### src/rtl/arbitro_ram_pkg.sv
// Shared types and constants for the audio RAM read arbiter.
// Pure declarations: no latency or flow control of its own.
`timescale 1ns/1ps
package arbitro_ram_pkg;

  typedef enum logic [1:0] {
    IDLE  = 2'd0,
    SETUP = 2'd1,
    WAIT  = 2'd2,
    DONE  = 2'd3
  } state_t;

  localparam logic [1:0] REQ_MUSICA = 2'd0;
  localparam logic [1:0] REQ_EFECTO = 2'd1;
  localparam logic [1:0] REQ_NOTAS  = 2'd2;

  localparam int READ_WAIT_DEF = 6;

  // Round-robin successor over the three requesters: 0 -> 1 -> 2 -> 0.
  function automatic logic [1:0] next_idx(input logic [1:0] i);
    return (i >= REQ_NOTAS) ? REQ_MUSICA : i + 2'd1;
  endfunction

endpackage

### src/rtl/rr_grant3.sv
// Picks the first active request at or after ptr (0->1->2->0); combinational, zero latency.
// No backpressure: vld simply reports whether any request is present.
`timescale 1ns/1ps
module rr_grant3
  import arbitro_ram_pkg::*;
(
  input  logic [2:0] req,
  input  logic [1:0] ptr,
  output logic [1:0] gnt,
  output logic       vld
);

  logic [1:0] cand;
  logic       hit;

  always_comb begin
    gnt  = REQ_MUSICA;
    vld  = 1'b0;
    hit  = 1'b0;
    cand = (ptr > REQ_NOTAS) ? REQ_MUSICA : ptr;
    for (int i = 0; i < 3; i++) begin
      hit = (cand == REQ_MUSICA) ? req[0] :
            (cand == REQ_EFECTO) ? req[1] : req[2];
      if (!vld && hit) begin
        gnt = cand;
        vld = 1'b1;
      end
      cand = next_idx(cand);
    end
  end

endmodule

### src/rtl/arbitro_ram_audio.sv
// Round-robin arbiter running one async RAM read per grant; ack READ_WAIT+2 cycles after grant.
// Requesters hold req until ack; pausa blocks new grants only in IDLE, in-flight reads finish.
`timescale 1ns/1ps
module arbitro_ram_audio
  import arbitro_ram_pkg::*;
#(
  parameter int ADDR_W    = 26,
  parameter int DATA_W    = 16,
  parameter int READ_WAIT = READ_WAIT_DEF
) (
  input  logic              clk,
  input  logic              rst_n,
  input  logic              pausa,
  input  logic              req0,
  input  logic              req1,
  input  logic              req2,
  input  logic [ADDR_W-1:0] addr0,
  input  logic [ADDR_W-1:0] addr1,
  input  logic [ADDR_W-1:0] addr2,
  output logic              ack0,
  output logic              ack1,
  output logic              ack2,
  output logic [DATA_W-1:0] rdata,
  output logic [ADDR_W-1:0] ram_addr,
  output logic              ram_ce_n,
  output logic              ram_oe_n,
  output logic              ram_we_n,
  input  logic [DATA_W-1:0] ram_dq_i
);

  localparam logic [3:0] WAIT_LAST = 4'(READ_WAIT - 1);

  state_t            state, state_nxt;
  logic [3:0]        cnt;
  logic [1:0]        ptr;
  logic [1:0]        gnt;
  logic [1:0]        gnt_idx;
  logic              gnt_vld;
  logic              take;
  logic              rd_active;
  logic [ADDR_W-1:0] addr_sel;

  rr_grant3 u_rr (
    .req ({req2, req1, req0}),
    .ptr (ptr),
    .gnt (gnt_idx),
    .vld (gnt_vld)
  );

  assign take = (state == IDLE) && !pausa && gnt_vld;

  always_comb begin
    addr_sel = addr0;
    case (gnt_idx)
      REQ_EFECTO: addr_sel = addr1;
      REQ_NOTAS:  addr_sel = addr2;
      default:    addr_sel = addr0;
    endcase
  end

  always_ff @(posedge clk or negedge rst_n) begin
    if (!rst_n) state <= IDLE;
    else        state <= state_nxt;
  end

  always_comb begin
    state_nxt = state;
    case (state)
      IDLE:    if (take) state_nxt = SETUP;
      SETUP:   state_nxt = WAIT;
      WAIT:    if (cnt == WAIT_LAST) state_nxt = DONE;
      DONE:    state_nxt = IDLE;
      default: state_nxt = IDLE;
    endcase
  end

  // Pins decode straight from state so an async reset releases CE/OE immediately.
  always_comb begin
    rd_active = (state == SETUP) || (state == WAIT);
    ram_ce_n  = !rd_active;
    ram_oe_n  = !rd_active;
    ack0      = (state == DONE) && (gnt == REQ_MUSICA);
    ack1      = (state == DONE) && (gnt == REQ_EFECTO);
    ack2      = (state == DONE) && (gnt == REQ_NOTAS);
  end

  assign ram_we_n = 1'b1;

  always_ff @(posedge clk or negedge rst_n) begin
    if (!rst_n) begin
      cnt      <= '0;
      ptr      <= REQ_MUSICA;
      gnt      <= REQ_MUSICA;
      ram_addr <= '0;
      rdata    <= '0;
    end else begin
      case (state)
        IDLE: begin
          if (take) begin
            gnt      <= gnt_idx;
            ram_addr <= addr_sel;
          end
        end
        SETUP: cnt <= '0;
        WAIT: begin
          cnt <= cnt + 4'd1;
          if (cnt == WAIT_LAST) rdata <= ram_dq_i;
        end
        DONE: ptr <= next_idx(gnt);
        default: cnt <= '0;
      endcase
    end
  end

endmodule

### config.mk
export PLATFORM = sky130hd
export DESIGN_NAME = arbitro_ram_audio
export DESIGN_NICKNAME = d
export VERILOG_FILES = /design/src/rtl/arbitro_ram_pkg.sv /design/src/rtl/rr_grant3.sv /design/src/rtl/arbitro_ram_audio.sv
export SDC_FILE = /design/constraint.sdc
export NUM_CORES = 1
export LEC_CHECK = 0
export CAP_MARGIN = 20
export CELL_PAD_IN_SITES_DETAIL_PLACEMENT = 0
export CELL_PAD_IN_SITES_GLOBAL_PLACEMENT = 1
export CORE_ASPECT_RATIO = 1.1
export CORE_MARGIN = 4
export CORE_UTILIZATION = 31
export CTS_CLUSTER_SIZE = 10
export DETAILED_ROUTE_END_ITERATION = 16
export PLACE_DENSITY_LB_ADDON = 0.08
export RECOVER_POWER = 50
export SLEW_MARGIN = 20
export SYNTH_ARGS = -nofsm -noshare
export SYNTH_HDL_FRONTEND = slang
export SYNTH_HIERARCHICAL = 1
export SYNTH_SLANG_ARGS = --single-unit
### constraint.sdc
create_clock -name clk -period 6.1 [get_ports clk]
set_clock_uncertainty 0.1 [all_clocks]
set_input_delay 0.915 -clock clk [delete_from_list [all_inputs] [get_ports clk]]
set_output_delay 0.915 -clock clk [all_outputs]
set_load 0.01 [all_outputs]
==> metrics <==
initial antenna violation count 0; Final setup violation count 0; cts repair resizes 0; clk_lat worst skew 310 ps; drc violations 0; pin count of the biggest net entering global routing between 50 and 60; post-layout min period 3570 ps; Synth cell types 34; most frequent cell after synthesis dfrtp_1; core area ~8900 um^2; clock buffer depth 2; Rel. slew slack -92.5%; routed vias ~2.5k; power density cells 477 nW/um^2; antenna-violating nets left 0; H-tree depth 2; maxcap violations 1; Yosys Warn Count 6; setup bufs post-CTS 0; Synth top area share a little under half; WL/cell approximately 16 um; number of global-route vias before repair ~2.5k; Least-Margin Pin Slew ~2900 ps; TritonCTS Buffers 5; drt initial violations slightly above 60; commonest cells in the netlist dfrtp_1 (52), nand2_1 (31), a221oi_1 (27), nor2b_1 (27), o31ai_1 (26); IO buf count approximately 150; cts hold-fix bufs 0; Vias/cell 4.95; Inserted Diodes 0; CP required approximately 6200 ps; GP Congestion 0.782; CP max FO 26; setup TNS 0 ps; Initial Utilization about a third; CTS Sinks 52; family with the most delay on the worst path compound AO/OA/AOI/OAI gates; IO Count 148; slowest cell delay on critical path around 900 ps; peak supply drop 0.000184 V; Nets roughly 500; Die ar. 10,700 um^2; Avg Cell Area, Syn about 11 um^2; post-synthesis sequential area ratio 46.1%; Crit. End Element register; crit-path cells clkdlybuf4s50_1, or3b_1, a211oi_2, a311oi_1, a21oi_1, ha_1, a221oi_1, o31ai_1; Yosys reg bits 52; startpoint types input port; Die Ht ~110 um; Synth area leaders dfrtp_1 (46%), a221oi_1 (8.4%), o31ai_1 (6.9%); Synth async-reset ratio 100%; synthesized netlist cell count around 270; r2r setup slk slightly below 3000 ps; area leader, netlist dfrtp_1; DIE WIDTH approximately 99 um; Syn Nets 375; worst hold path type register to register; DRT Pass-1 Iters 6; CP max-delay cell ha_1; Final Cycle Share approximately 59%; GRT overflow 0; CTS tree built; cell count after placement just over 500; Root Buffer clkbuf_8; GRT Util Overall between 10 and 15%; CP Class input port to register; CP bufs+invs 1; global-route wire length before repair between 10,000 and 15,000 um; FMAX about 280 MHz; # rows 36; violated checks capacitance limit, slew limit; crit path DAT ~3700 ps; status finished, violations left; RSZ-0062 raised after global routing no; Post-synth EDFFs 0; Slew Limit Fails 53; ys flop type dfrtp_1; Final Hold Fails 0; clk slew on worst S/H paths around 110 ps; Detail Placement HPWL roughly 6000 um; Static Leak approximately 1.8 nW; post-synthesis cell area about 2800 um^2; final wirelength just over 8000 um; share of layout cells above drive strength 1 under 10%; Area Overhead vs Synth 54.5%; Non-Filler Instances 514
[stage by stage]
| stage | worst slack, ps | area, um^2 | hold WS [ps] | power, mW | util [%] |
|---|---|---|---|---|---|
| 2_1_floorplan | 3240 | 2820 | 380 | 1.41 | - |
| 3_5_place_dp | 2150 | 4320 | 365 | 1.92 | 48.7 |
| 6_report | 2530 | 4360 | 385 | 2.08 | 49.1 |
| 5_1_grt | 1960 | 4360 | 406 | 2.25 | 49.1 |
| 4_1_cts | 2530 | 4410 | 393 | 2.14 | 49.7 |
| 3_3_place_gp | 2200 | 4320 | 361 | 1.90 | 48.7 |
[worst paths after layout]
kind,cells past startpoint,start,to
setup / recovery,8,req1,ram_addr[4]$_DFFE_PN0P_
hold / removal,2,ram_addr[18]$_DFFE_PN0P_,ram_addr[18]$_DFFE_PN0P_
setup reg to reg,9,ptr[1]$_DFFE_PN0P_,ram_addr[4]$_DFFE_PN0P_
hold reg to reg,2,ram_addr[18]$_DFFE_PN0P_,ram_addr[18]$_DFFE_PN0P_
max in group asynchronous,2,rst_n,ram_addr[21]$_DFFE_PN0P_
min in group asynchronous,2,rst_n,ram_addr[7]$_DFFE_PN0P_
[state kept, by name (all words and copies together), names as in the netlist]
signal    flops
cnt           4
ptr           2
state         2
gnt           2
ram_addr     26
rdata        16
[logic make-up (layout without fill, tap and decap cells)]
kind of cell / after synthesis / in the layout / share of synthesized area [%]
AOI/OAI and AO/OA: 76 / 76 / 21.0
and+or+nand+nor: 74 / 74 / 14.4
DFF: 52 / 52 / 46.1
buffers and inverters: 37 / 171 / 6.26
muxes: 17 / 17 / 8.07
adders and majority gates: 9 / 9 / 3.99
other: 1 / 1 / 0.133
[per-layer routing]
metal	GRT usage, %	vias to the layer above	part of all wire [%]
li1	-	1235	-
met1	16.8	1213	40
met2	25.7	92	49
met3	6.00	2	10
met4	2.93	0	0.47
met5	0	-	0
[where the power goes]
part / switching (mW) / total, mW / internal (mW)
clock network: 0.129 / 0.213 / 0.0839
logic: 0.628 / 1.27 / 0.647
registers: 0.0874 / 0.589 / 0.501
total: 0.845 / 2.08 / 1.23
[cell type report]
type / instances / area (um^2)
clock buffer: 5 / 68.8
timing repair buffer: 149 / 1480
fill: 847 / 4520
sequential: 52 / 1300
tap: 114 / 143
inverter: 14 / 52.6
multi-input combinational: 177 / 1290
clock inverter: 3 / 26.3
[cells in the final DEF, fill, tap and decap left out, drive strengths merged, types with 2 or more instances in the layout]
| master | Yosys | routed |
|---|---|---|
| nand2 | 31 | 31 |
| buf | 18 | 3 |
| nor2b | 27 | 27 |
| clkbuf | 5 | 6 |
| a21oi | 4 | 4 |
| inv | 14 | 15 |
| o31ai | 26 | 26 |
| ha | 9 | 9 |
| nand3b | 4 | 4 |
| nor3b | 2 | 2 |
| clkdlybuf4s50 | 0 | 144 |
| o21ai | 7 | 7 |
| mux2 | 16 | 16 |
| a32o | 2 | 2 |
| a221oi | 27 | 27 |
| nand3 | 5 | 5 |
| clkinvlp | 0 | 2 |
| nand2b | 2 | 2 |
| dfrtp | 52 | 52 |
| a21o | 3 | 3 |
[worst register-to-register path: stages, from the launching register on]
cell and delay (ps):
dfrtp_1 390, inv_1 50, ha_1 280, or3b_1 390, a211oi_2 210, a311oi_1 70, a21oi_1 180, ha_1 900
a221oi_1 220, o31ai_1 290
No activity file was read; power rests on OpenSTA's default activity.
